[config.mk]
export PLATFORM = sky130hd
export DESIGN_NAME = lut_const_prog
export DESIGN_NICKNAME = d
export VERILOG_FILES = /design/src/rtl/lut_const_prog.sv
export SDC_FILE = /design/constraint.sdc
export NUM_CORES = 1
export LEC_CHECK = 0
export BUFFER_PORTS_ARGS = -buffer_cell sky130_fd_sc_hd__buf_4
export CAP_MARGIN = 20
export CORE_MARGIN = 2
export CORE_UTILIZATION = 35
export CTS_BUF_LIST = sky130_fd_sc_hd__clkbuf_8 sky130_fd_sc_hd__clkbuf_16
export CTS_CLUSTER_SIZE = 24
export DETAILED_ROUTE_END_ITERATION = 10
export SETUP_SLACK_MARGIN = 0.02
export SLEW_MARGIN = 20
export SYNTH_ARGS = -nofsm -noshare
export SYNTH_HDL_FRONTEND = slang
export SYNTH_SLANG_ARGS = --single-unit
[constraint.sdc]
create_clock -name Clk -period 3.2 [get_ports Clk]
set_input_delay 0.48 -clock Clk [delete_from_list [all_inputs] [get_ports Clk]]
set_output_delay 0.48 -clock Clk [all_outputs]
set_load 0.005 [all_outputs]
[src/rtl/lut_const_prog.sv]
// Writable operand-constant table for the decode stage.
// A pointer with its MSB set reads a table constant (const_flag = 1).
// A pointer with its MSB clear is a register pointer, passed through
// zero-extended or truncated (const_flag = 0).
// The table loads its default constants after reset or restore,
// then answers lookups with one cycle of registered latency.
// Ports:
//   Clk, Reset          clock and synchronous active-high reset
//   ready               high only while the table is usable (RUN)
//   req_valid, ptr      lookup request and operand pointer
//   resp_valid          registered response strobe
//   constant            registered lookup result
//   const_flag          registered: 1 = table constant, 0 = register
//   wr_en, wr_addr,     run-time table write
//   wr_data
//   restore             reload all default constants
module lut_const_prog #(
    parameter int PTR_W  = 5,
    parameter int DATA_W = 8
) (
    input  logic              Clk,
    input  logic              Reset,
    output logic              ready,
    input  logic              req_valid,
    input  logic [PTR_W-1:0]  ptr,
    output logic              resp_valid,
    output logic [DATA_W-1:0] constant,
    output logic              const_flag,
    input  logic              wr_en,
    input  logic [PTR_W-2:0]  wr_addr,
    input  logic [DATA_W-1:0] wr_data,
    input  logic              restore
);

    localparam int AW    = PTR_W - 1;
    localparam int DEPTH = 2 ** AW;

    typedef enum logic {
        S_INIT,
        S_RUN
    } state_e;

    state_e            state_q, state_d;
    logic [AW-1:0]     cnt_q, cnt_d;
    logic              resp_q;
    logic [DATA_W-1:0] const_q, const_d;
    logic              flag_q;

    logic [DATA_W-1:0] mem_q [DEPTH];

    logic              mem_we;
    logic [AW-1:0]     mem_wa;
    logic [DATA_W-1:0] mem_wd;
    logic              accept;
    logic              bypass;
    logic [AW-1:0]     rd_idx;

    // Default constant set; entries past the first 16 hold their own index.
    function automatic logic [DATA_W-1:0] dflt(input logic [AW-1:0] idx);
        logic [31:0] v;
        case (32'(idx))
            0:       v = 32'd127;
            1:       v = 32'd1;
            2:       v = 32'd2;
            3:       v = 32'd128;
            4:       v = 32'd8;
            5:       v = 32'd3;
            6:       v = 32'd4;
            7:       v = 32'd5;
            8:       v = 32'd32;
            9:       v = 32'd6;
            10:      v = 32'd15;
            11:      v = 32'd64;
            12:      v = 32'd7;
            13:      v = 32'd255;
            14:      v = 32'd19;
            15:      v = 32'd20;
            default: v = 32'(idx);
        endcase
        return DATA_W'(v);
    endfunction

    always_comb begin
        state_d = state_q;
        cnt_d   = cnt_q;
        mem_we  = 1'b0;
        mem_wa  = wr_addr;
        mem_wd  = wr_data;
        accept  = 1'b0;
        case (state_q)
            S_INIT: begin
                mem_we = 1'b1;
                mem_wa = cnt_q;
                mem_wd = dflt(cnt_q);
                cnt_d  = cnt_q + AW'(1);
                if (cnt_q == AW'(DEPTH - 1)) begin
                    state_d = S_RUN;
                end
            end
            S_RUN: begin
                accept = req_valid;
                if (restore) begin
                    // Lookup still served; the concurrent write is dropped.
                    state_d = S_INIT;
                    cnt_d   = '0;
                end else begin
                    mem_we = wr_en;
                end
            end
            default: begin
                state_d = S_INIT;
                cnt_d   = '0;
            end
        endcase
    end

    // Write-first: a same-index write in this cycle wins over the old entry.
    assign rd_idx = ptr[AW-1:0];
    assign bypass = (state_q == S_RUN) && wr_en && (wr_addr == rd_idx);

    always_comb begin
        const_d = DATA_W'(ptr);
        if (ptr[PTR_W-1]) begin
            const_d = bypass ? wr_data : mem_q[rd_idx];
        end
    end

    always_ff @(posedge Clk) begin
        if (Reset) begin
            state_q <= S_INIT;
            cnt_q   <= '0;
            resp_q  <= 1'b0;
            const_q <= '0;
            flag_q  <= 1'b0;
        end else begin
            state_q <= state_d;
            cnt_q   <= cnt_d;
            resp_q  <= accept;
            if (accept) begin
                const_q <= const_d;
                flag_q  <= ptr[PTR_W-1];
            end
        end
    end

    // Table has no reset; INIT defines its contents.
    always_ff @(posedge Clk) begin
        if (!Reset && mem_we) begin
            mem_q[mem_wa] <= mem_wd;
        end
    end

    assign ready      = (state_q == S_RUN);
    assign resp_valid = resp_q;
    assign constant   = const_q;
    assign const_flag = flag_q;

endmodule

==> metrics <==
critical path arrival=2.42 ns; syn_area_per_cell=16.1 um2; Rows=49; Rel. slew slack=0.645; largest net degree at the start of global routing=37; htree depth=4; clock sink total=between 150 and 200; Root Buffer=clkbuf_16; GRT Util Overall=0.159; RSZ-0062 raised after global routing=no; Final TNS setup=0 ns; crit start category=register; max frequency=0.487 GHz; Final min period=between 2 and 2.5 ns; via/cell ratio=5.39; ANT nets after route=0; Crit Path Category=reg2reg; Chip Width=139 um; post-synthesis instance total=395; GR Overflow Total=0; element type at the critical path end=register; hpwl dp=9850 um; status=finished clean; Critical Path Source=cnt_q[1]$_SDFFE_PP0N_; Setup Viol. Count Final=0; worst reg2reg path depth=7; Synth area leaders=edfxtp_1 60%, mux4_2 8.1%, dfxtp_1 7.2%; Via Count=3697; CTS tree=built; Clock Path Buffers=2; final period utilization=0.642; antenna violations before repair=0; Layout area overhead=17.5%; R2R setup slack=1.15 ns; max_cap viols=0; top-area cell type share of the netlist area=0.604; Fill cells=1615; I/O pin cnt=33; FFs w/ async S/R, synth=0; fin. max-slew vios=0; Simple-Gate Fraction of Synth Area=0.0659; leading area contributor after synthesis=edfxtp_1; clock skew=0.00772 ns; Slowest cell on crit path=dfxtp_1; crit-path max cell delay=0.49 ns; synth warn=0; vias in the first global route=~3700; IO Port Bufs=32; Post-synth EDFFs=128; CP required=3.56 ns; number of synthesized register bits=151; measured slew at the worst slew-check pin=0.533 ns; DRC violations left=0; WL per Instance=approximately 22 um; CTS resizes=0; Synth cell types=46; Most common cell on crit path=ha_1; Cell Area, Synth=0.00636 mm2; Num CTS Buffers=17; syn nets=424; Max rail drop VDD=411 uV; die height=139 um; first-pass GRT wire length=between 20000 and 25000 um; initial core utilization=0.355; Top FF cell, synth=edfxtp_1; Post-Route Utilization=0.418; complex-gate fraction of the synthesized area=0.0635; worst-path fanout max=8; first drt pass iteration count=6; final WL=14800 um; worst hold path class=in2reg; proportion of synthesized area in mux cells=0.150; share of cells above drive strength 1=0.258; Synth Area in XOR/XNOR=0.00551; worst reg2reg startpoint=cnt_q[1]$_SDFFE_PP0N_; share of the yosys chip area belonging to registers=0.676; leakage=0.00256 uW; number of hold buffers added after CTS=0; DR iter-0 viols=422; Post-Synth Adder-Cell Area=0.0138; clk slew on worst S/H paths=0.06 ns; CORE AREA=0.0179 mm2; clock latency on the worst-skew pair=0.43 ns; main combinational cell family by area after synthesis=multiplexers; post-CTS setup buffers=0; # nets final=473; final hold violations=0; critical path, cell by cell=ha_1 -> a2bb2oi_1 -> or2_2 -> inv_1 -> ha_1 -> mux2_2 -> mux2i_1; GP Congestion=~0.85; PwrDens=596 mW/mm2; DIE AREA=0.0193 mm2; antenna cells=0
[cells in the mapped netlist, types with 7 or more instances]
library cell,instances
edfxtp_1,128
nor2_1,40
dfxtp_1,23
mux4_2,23
nand2_1,22
a21oi_1,13
mux2_2,11
inv_1,10
mux2i_1,10
buf_2,8
mux4_1,8
o21ai_0,8
a31oi_1,7
ha_1,7
[how the worst min path moves through the flow]
stage	cells after the start	from	to	slack [ns]
floorplan	2	const_flag$_SDFFE_PP0P_	const_flag$_SDFFE_PP0P_	0.45
global placement	2	constant[4]$_SDFFE_PP0P_	constant[4]$_SDFFE_PP0P_	0.50
detailed placement	2	const_flag$_SDFFE_PP0P_	const_flag$_SDFFE_PP0P_	0.49
CTS	2	Reset	cnt_q[0]$_SDFFE_PP0N_	0.38
global route	2	Reset	cnt_q[0]$_SDFFE_PP0N_	0.39
finish	2	Reset	cnt_q[0]$_SDFFE_PP0N_	0.39
[flip-flops by register name (all words and copies together), names as in the netlist, named ones only]
name,flops
mem_q,128
constant,8
const_flag,1
ready,1
cnt_q,4
resp_valid,1
[cell type report]
type | instances | area, um2 | share of cell area
clock buffers | 18 | 439 | 0.0587
clock inverters | 14 | 128 | 0.0171
inverters | 10 | 37.5 | 0.00502
multi-input cells | 213 | 1900 | 0.254
flip-flops and latches | 151 | 4300 | 0.576
well taps | 229 | 287 | 0.0383
repair buffers | 51 | 383 | 0.0512
[metrics by stage]
stage,power [uW],cell area [um2],setup WS (ns),instances,hold slack (ns)
after detailed placement,2600,6910,0.786,654,0.493
after global placement,2590,6910,0.859,654,0.502
after CTS,4480,7480,1.12,686,0.382
final,4450,7480,1.15,686,0.388
after global routing,4610,7480,0.949,686,0.394
after floorplan,2480,6360,1.11,395,0.453
[layer usage]
layer / global-route usage / vias to the layer above / wire length (um)
met5: 0 / - / 0
met4: 0.0649 / 0 / 367
met3: 0.0366 / 29 / 816
met2: 0.255 / 119 / 7210
met1: 0.211 / 1885 / 6360
li1: - / 1664 / -
[power by group]
| part | total (uW) | internal, uW | switching [uW] |
|---|---|---|---|
| clock network | 1900 | 1100 | 800 |
| logic | 323 | 121 | 203 |
| registers | 2230 | 2220 | 17.4 |
[cells in the final DEF (no fill, tap or decap), drive strengths merged, types with 2 or more instances in the layout]
cell type	instances
nor2	40
xor2	3
mux4	31
a21oi	13
nor2b	4
a22oi	5
o2111a	3
o22ai	6
mux2i	10
nor4	4
clkinv	7
edfxtp	128
nand2b	3
a31oi	7
buf	51
o21ai	8
a211oi	4
nor3	6
nand2	22
ha	7
or2	2
dfxtp	23
nand3	3
clkbuf	18
inv	16
mux2	11
a2111oi	5
o311ai	2
[kinds of logic after synthesis]
group           Yosys count
compound gates           58
fa+ha+maj                 7
simple gates             92
flops                   151
buf+inv                  31
mux                      52
xor+xnor                  4
[worst max-delay path: cells and delay by family (launching register included)]
| kind | cells | cell delay [ns] |
|---|---|---|
| compound gates | 1 | 0.30 |
| simple gates | 1 | 0.23 |
| fa+ha+maj | 2 | 0.49 |
| mux | 2 | 0.38 |
| buf+inv | 1 | 0.09 |
| flops | 1 | 0.49 |
Note: power is estimated with default switching activity, not from simulation.
